$ cat config.mk
export PLATFORM = sky130hd
export DESIGN_NAME = key_event
export DESIGN_NICKNAME = d
export VERILOG_FILES = /design/src/rtl/key_event.sv
export SDC_FILE = /design/constraint.sdc
export NUM_CORES = 1
export LEC_CHECK = 0
export ABC_AREA = 1
export CAP_MARGIN = 20
export CORE_ASPECT_RATIO = 1.5
export CORE_MARGIN = 2
export CORE_UTILIZATION = 28
export CTS_BUF_LIST = sky130_fd_sc_hd__clkbuf_8
export DETAILED_ROUTE_END_ITERATION = 8
export HOLD_SLACK_MARGIN = 0.02
export RECOVER_POWER = 50
export SETUP_SLACK_MARGIN = 0.05
export SKIP_LAST_GASP = 1
export SLEW_MARGIN = 20
export SYNTH_ARGS = -nofsm -noshare
export SYNTH_HDL_FRONTEND = slang
export SYNTH_SLANG_ARGS = --single-unit
$ cat constraint.sdc
create_clock -name clk -period 3.2 [get_ports clk]
set_clock_uncertainty 0.1 [all_clocks]
set_input_delay 0.32 -clock clk [delete_from_list [all_inputs] [get_ports clk]]
set_output_delay 0.32 -clock clk [all_outputs]
set_load 0.01 [all_outputs]
$ cat src/rtl/key_event.sv
// Key event decoder: turns a debounced key level into one-cycle short / double / long / repeat flags.
// Latency: key_pressed and all flags are registered (one cycle after the deciding sample).
// No backpressure: flags are fire-and-forget pulses, at most one asserted in any cycle.
module key_event #(
  parameter bit KEY_ACTIVE_LOW = 1'b1,
  parameter int LONG_CYCLES    = 50_000_000,
  parameter int DCLICK_CYCLES  = 15_000_000,
  parameter int REPEAT_CYCLES  = 10_000_000,
  parameter int CNT_W          = 26
) (
  input  logic clk,
  input  logic rst,
  input  logic key_filter,
  output logic key_pressed,
  output logic short_flag,
  output logic double_flag,
  output logic long_flag,
  output logic repeat_flag
);

  typedef enum logic [2:0] {
    ARM    = 3'd0,
    IDLE   = 3'd1,
    PRESS1 = 3'd2,
    WAIT2  = 3'd3,
    PRESS2 = 3'd4,
    LONG   = 3'd5
  } state_t;

  localparam logic [CNT_W-1:0] LONG_LAST   = CNT_W'(LONG_CYCLES - 1);
  localparam logic [CNT_W-1:0] DCLICK_LAST = CNT_W'(DCLICK_CYCLES - 1);
  localparam logic [CNT_W-1:0] REPEAT_LAST = CNT_W'(REPEAT_CYCLES - 1);
  localparam logic [CNT_W-1:0] CNT_ONE     = CNT_W'(1);

  state_t           state_q, state_d;
  logic [CNT_W-1:0] cnt_q, cnt_d;
  logic             act_q;
  logic             key_pressed_q;
  logic             short_q, short_d;
  logic             double_q, double_d;
  logic             long_q, long_d;
  logic             repeat_q, repeat_d;

  // Normalised level: 1 means pressed regardless of key polarity.
  logic act;
  logic press_edge;
  assign act        = key_filter ^ KEY_ACTIVE_LOW;
  assign press_edge = act & ~act_q;

  assign key_pressed = key_pressed_q;
  assign short_flag  = short_q;
  assign double_flag = double_q;
  assign long_flag   = long_q;
  assign repeat_flag = repeat_q;

  // State, counter, previous sample and registered flags.
  always_ff @(posedge clk or negedge rst) begin
    if (!rst) begin
      state_q       <= ARM;
      cnt_q         <= '0;
      act_q         <= 1'b0;
      key_pressed_q <= 1'b0;
      short_q       <= 1'b0;
      double_q      <= 1'b0;
      long_q        <= 1'b0;
      repeat_q      <= 1'b0;
    end else begin
      state_q       <= state_d;
      cnt_q         <= cnt_d;
      act_q         <= act;
      key_pressed_q <= act;
      short_q       <= short_d;
      double_q      <= double_d;
      long_q        <= long_d;
      repeat_q      <= repeat_d;
    end
  end

  // Next-state, counter and flag decisions; every state change clears the counter.
  always_comb begin
    state_d  = state_q;
    cnt_d    = cnt_q;
    short_d  = 1'b0;
    double_d = 1'b0;
    long_d   = 1'b0;
    repeat_d = 1'b0;
    case (state_q)
      // The filter resets to 0, which reads as pressed for active-low keys:
      // wait for a genuine released level before accepting presses.
      ARM: begin
        if (!act) begin
          state_d = IDLE;
          cnt_d   = '0;
        end
      end
      IDLE: begin
        if (press_edge) begin
          state_d = PRESS1;
          cnt_d   = '0;
        end
      end
      // Release wins over the long threshold when both occur on the same edge.
      PRESS1: begin
        if (!act) begin
          state_d = WAIT2;
          cnt_d   = '0;
        end else if (cnt_q == LONG_LAST) begin
          long_d  = 1'b1;
          state_d = LONG;
          cnt_d   = '0;
        end else begin
          cnt_d = cnt_q + CNT_ONE;
        end
      end
      // A second press wins over window expiry on the same edge.
      WAIT2: begin
        if (press_edge) begin
          double_d = 1'b1;
          state_d  = PRESS2;
          cnt_d    = '0;
        end else if (cnt_q == DCLICK_LAST) begin
          short_d = 1'b1;
          state_d = IDLE;
          cnt_d   = '0;
        end else begin
          cnt_d = cnt_q + CNT_ONE;
        end
      end
      // Second press of a double click: no long detection, just wait for release.
      PRESS2: begin
        if (!act) begin
          state_d = IDLE;
          cnt_d   = '0;
        end
      end
      LONG: begin
        if (!act) begin
          state_d = IDLE;
          cnt_d   = '0;
        end else if (cnt_q == REPEAT_LAST) begin
          repeat_d = 1'b1;
          cnt_d    = '0;
        end else begin
          cnt_d = cnt_q + CNT_ONE;
        end
      end
      default: begin
        state_d = ARM;
        cnt_d   = '0;
      end
    endcase
  end

endmodule

==> impl_metrics.toml, run 1 <==
[worst_setup_path]
cp-start-kind = "input port"
crit_family = "buffers and inverters"
cp-startpoint = "rst"
path_buf_inv = 2
crit_path_max_fanout = 34
worstReg2RegStart = "cnt_q[9]"
crit_type = "in2async"
path_cells = "dlygate4sd3_1 -> clkbuf_1"
cp-end-kind = "async pin"
cp.arrival_ns = 2.20
cp_slowest_cell = "clkbuf_1"
crit_required_ns = 3.14
critical_path.max_stage_delay_ns = 1.35

[finish]
area_delta_synth_final_pct = 10.7
finish.utilization_pct = 31.4
final_common_cell = "nand2_1"
drive_gt1_share_pct = 9.59
fillCellCount = 969
antennaDiodeCount = 0
fin_nets = 389
seq_area_sq_um = 851
final_cell_mix = "nand2_1, nor2_1, inv_1, dfrtp_1, nand3_1"
multi_input_area_sq_um = 1390

[routing]
dr.pass1.iters = 6
drc = 0
wl_per_cell_um = 13.6
num_vias = 2374
drt-initial-drc-count = 155
avgViaCountPerCell = 4.79
drtAntennaViolNets = 0
drt-total-wl_um = 6740

[synthesis]
syn-cell-area_sq_um = 2470
syn_nets = 378
ys_ff_latch = 34
ys_seq_area_share_pct = 34.4
yosysWarningCount = 0
ys_types = 27
avgSynthCellArea_sq_um = 6.60
synthCells = 374

[hold_path]
hp-class = "reg2reg"
hold_start = "cnt_q[25]"

[sta]
rsz0062_at_grt = "false"
fin_setup_tns_ns = 0
final-hold-violation-count = 0
setup_viol = 0
fmax_mhz = 443
maxSlewHeadroom_pct = -25.2
worstMarginPinSlew_ns = 1.88
period_needed_ns = 2.26
min_period_over_period_pct = 70.5
maxSlewViolCount = 35

[global_route]
grt_max_degree = 35
grt_pass1_wl_um = 11200
grt.overflow.total = 0
grt.total_usage_pct = 14.9
antenna_found_initial = 0
grt_pass1_vias = 2353

[clock_tree]
path_clk_slew_ns = 0.07
ctsResizeCount = 0
postCtsSetupRepairBufs = 0
cts_buffers = 5
clk_latency_ns = 0.29
cts_tree = "done"
htree_levels = 2
clock_sinks = 34
hold_buffers = 0
clockRootBuffer = "clkbuf_8"
clock_path_buffers = 2

[die]
boundaryPins = 8
core_region_area_sq_um = 8720
start_util_pct = 28.3
die_area_sq_um = 9600
die_h_um = 119
num_rows = 42
die_x_um = 80.7

[placed_design]
portBuffers = 7
dp_hpwl_um = 5300
gp_congestion = 0.989

[power_and_ir_drop]
leakagePower_uw = 0.00125
powerDensity_nw_per_um2 = 485
ir_worst_vdd_v = 0.000281

[run]
max_cap_viol_count = 1

[run_status]
status = "finished, violations left"
violations = "max-capacitance violations, max-slew violations"
[layout make-up]
cell class	count	share of cell area, %
Clock buffer	6	3.02
Multi-Input combinational cell	287	51.0
Clock inverter	2	0.320
Inverter	48	6.59
Timing Repair Buffer	9	2.97
Sequential cell	34	31.1
Tap cell	110	5.03
[kinds of logic after synthesis]
group,Yosys count,synth area share (%)
and+or+nand+nor,263,48.9
DFF,34,34.4
buffers and inverters,53,9.02
adders and majority gates,1,0.507
xor gates and xnor gates,14,4.96
AOI/OAI and AO/OA,9,2.13
[cells in the mapped netlist (all sizes together)]
library cell,count,area share [%]
nor3,17,4.1
a21oi,2,0.41
nor4,2,0.51
o311ai,1,0.35
dfrtp,34,34
buf,5,1.7
nor2,71,13
nand4,19,4.8
o21ai,6,1.4
xor2,14,5.0
ha,1,0.51
nand2,123,19
nand3b,1,0.30
nand3,30,7.0
inv,48,7.3
[per-layer routing]
layer  wire length, um  global-route usage [%]
met1              2720                    16.4
met2              3610                    27.1
met3               162                    1.82
met5                 0                       0
met4               247                    7.52
[final timing paths]
kind	slack (ns)	end	cells past startpoint
worst max-delay path	0.94	cnt_q[19]	2
worst min-delay path	0.39	cnt_q[25]	2
worst max register to register	1.04	cnt_q[15]	9
worst min register to register	0.39	cnt_q[25]	2
max in group clk	1.04	cnt_q[15]	9
min in group asynchronous	0.98	key_pressed	2
[power breakdown]
group	switching (uW)	total [uW]	internal (uW)	leakage [uW]
combinational	354	482	128	0.000728
clock	163	334	171	0.0000524
sequential	47.3	513	465	0.000467
total	564	1330	764	0.00125
[stage by stage]
stage / instances / cell area, sq um / hold slack [ns] / setup WS [ns] / total power (uW)
detailed placement: 488 / 2650 / 0.386 / 0.988 / 1000
finish: 496 / 2740 / 0.393 / 0.944 / 1330
global placement: 488 / 2650 / 0.366 / 1.00 / 988
CTS: 496 / 2740 / 0.359 / 1.07 / 1330
global route: 496 / 2740 / 0.446 / 0.518 / 1410
floorplan: 374 / 2470 / -0.0756 / 1.59 / 897
[state kept, by name, summed over array words and instances (netlist names)]
register	count
cnt_q	26
state_q	3
double_flag	1
key_pressed	1
long_flag	1
repeat_flag	1
short_flag	1
Power figures use the tool's default switching activity.
==> inputs of run 2 (changes only) <==
==> constraint.sdc (replaced) <==
create_clock -name clk -period 2 [get_ports clk]
set_clock_uncertainty 0.1 [all_clocks]
set_input_delay 0.2 -clock clk [delete_from_list [all_inputs] [get_ports clk]]
set_output_delay 0.2 -clock clk [all_outputs]
set_load 0.01 [all_outputs]
==> impl_metrics.toml, run 2 (synthesis results as in run 1) <==
[run_status]
status = "finished clean"

[power_and_ir_drop]
p_clk_share_pct = 22.5
ir_worst_vdd_v = 0.000409
comb_power_share_pct = 42.8
total_power_uw = 2380
p_seq_share_pct = 34.7
internal-power_uw = 1420
swShare_pct = 40.2
powerDensity_nw_per_um2 = 772
leakagePower_uw = 0.00142
p_sw_uw = 958

[finish]
seq_area_sq_um = 860
final_common_cell = "nand2_1"
area_delta_synth_final_pct = 24.9
fillCellCount = 964
antennaDiodeCount = 0
top_register = "cnt_q"
drive_gt1_share_pct = 22.6
multi_input_area_sq_um = 1470
largestRegisters = "cnt_q (26), state_q (3)"
largest_register_ffs = 26
final_cell_mix = "nand2_1, nor2_1, inv_1, buf_4, dfrtp_1"
fin_nets = 423
finalInstanceArea_sq_um = 3090

[routing]
dr.pass1.iters = 4
drt-total-wl_um = 7370
num_vias = 2527
drc = 0
drtAntennaViolNets = 0
wl_per_cell_um = 13.9
avgViaCountPerCell = 4.77
drt-initial-drc-count = 135

[clock_tree]
clockRootBuffer = "clkbuf_8"
clk_latency_ns = 0.30
cts_buffers = 5
clock_sinks = 34
cts_tree = "done"
htree_levels = 2
path_clk_slew_ns = 0.07
hold_buffers = 0
clock_path_buffers = 2

[worst_setup_path]
crit_required_ns = 2.10
cp.arrival_ns = 1.91
setup.worst_path.end = "cnt_q[0]"
worstRegToRegCells = 11
critical_path.max_stage_delay_ns = 0.39
reg2reg_slack_ns = 0.18
path_cells = "inv_2 -> nand2_2 -> nor2_1 -> nand2_1 -> nor2_2 -> nand3_1 -> nand2_2 -> nand3_4 -> buf_4 -> nor2_1 -> nor2_1"
cp_slowest_cell = "dfrtp_1"
worstReg2RegStart = "cnt_q[25]"
worst_path_most_repeated_cell = "nor2_1"
cp-start-kind = "register"
crit_path_max_fanout = 12
cp-end-kind = "register"
crit_type = "reg2reg"
timing.rr.end = "cnt_q[0]"
cp-startpoint = "cnt_q[25]"

[global_route]
grt_max_degree = 35
grt.overflow.total = 0
grt_pass1_wl_um = 12000
grt_pass1_vias = 2529
grt.total_usage_pct = 16.5
antenna_found_initial = 0

[placed_design]
portBuffers = 7
post_dp_cell_area_sq_um = 2820
gp_congestion = 0.931
dp_slack_ns = 0.0236
dp_hpwl_um = 5760

[die]
num_rows = 42
core_region_area_sq_um = 8720
die_x_um = 80.7
die_area_sq_um = 9600
die_h_um = 119
boundaryPins = 8
start_util_pct = 28.3

[sta]
rsz0062_at_grt = "false"
final-hold-violation-count = 0
fmax_mhz = 551
maxSlewViolCount = 0
period_needed_ns = 1.82
min_period_over_period_pct = 90.8
fin_setup_tns_ns = 0
setup_viol = 0
worstMarginPinSlew_ns = 0.879
fin_ws_ns = 0.184
maxSlewHeadroom_pct = 41.4

[run]
max_cap_viol_count = 0

[hold_path]
hp-class = "reg2reg"
run 2: power by group through the flow:
stage | Combinational, uW | Sequential [uW] | Clock, uW
after detailed placement | 901 | 834 | 0
final | 1020 | 826 | 536
after CTS | 986 | 820 | 556
after floorplan | 617 | 818 | 0
after global placement | 889 | 832 | 0
after global routing | 1140 | 832 | 583
run 2: routing by layer:
| layer | routed length [um] | up-vias | GRT usage (%) | share of wire [%] |
|---|---|---|---|---|
| li1 | - | 1271 | - | - |
| met2 | 4010 | 53 | 29.8 | 54 |
| met1 | 2700 | 1173 | 16.4 | 37 |
| met3 | 177 | 30 | 1.97 | 2.4 |
| met5 | 0 | - | 0 | 0 |
| met4 | 483 | 0 | 12.7 | 6.6 |
run 2: how the worst min path moves through the flow:
stage / end / slack, ns / depth (start not counted) / start
global route: cnt_q[25] / 0.48 / 2 / cnt_q[25]
detailed placement: cnt_q[25] / 0.37 / 2 / cnt_q[25]
CTS: state_q[0] / 0.23 / 2 / rst
global placement: cnt_q[25] / 0.36 / 2 / cnt_q[25]
floorplan: cnt_q[0] / -0.20 / 0 / rst
finish: cnt_q[25] / 0.40 / 2 / cnt_q[25]
run 2: worst max-delay path, delay by kind of cell, from the launching register on:
| family | cells | cell delay, ns |
|---|---|---|
| simple gates | 9 | 0.90 |
| buf+inv | 2 | 0.32 |
| flops | 1 | 0.39 |
run 2: area by class of cell:
type,instances,area share [%]
Clock buffer,6,2.68
Clock inverter,2,0.284
Inverter,48,5.84
Multi-Input combinational cell,287,47.5
Sequential cell,34,27.9
Tap cell,110,4.46
Timing Repair Buffer,43,11.4
run 2: stage by stage:
step,std cells,utilization (%),hold slack [ns]
after floorplan,374,-,-0.196
after global placement,510,32.3,0.365
after detailed placement,510,32.3,0.369
after CTS,520,33.7,0.232
after global routing,530,35.4,0.477
final,530,35.4,0.404
run 2: what timing repair did:
action	CTS	global route
pin swaps	2	4
cloned	0	0
resized for setup	1	26
endpoints found under the setup margin	20	25
buffers inserted	2	10
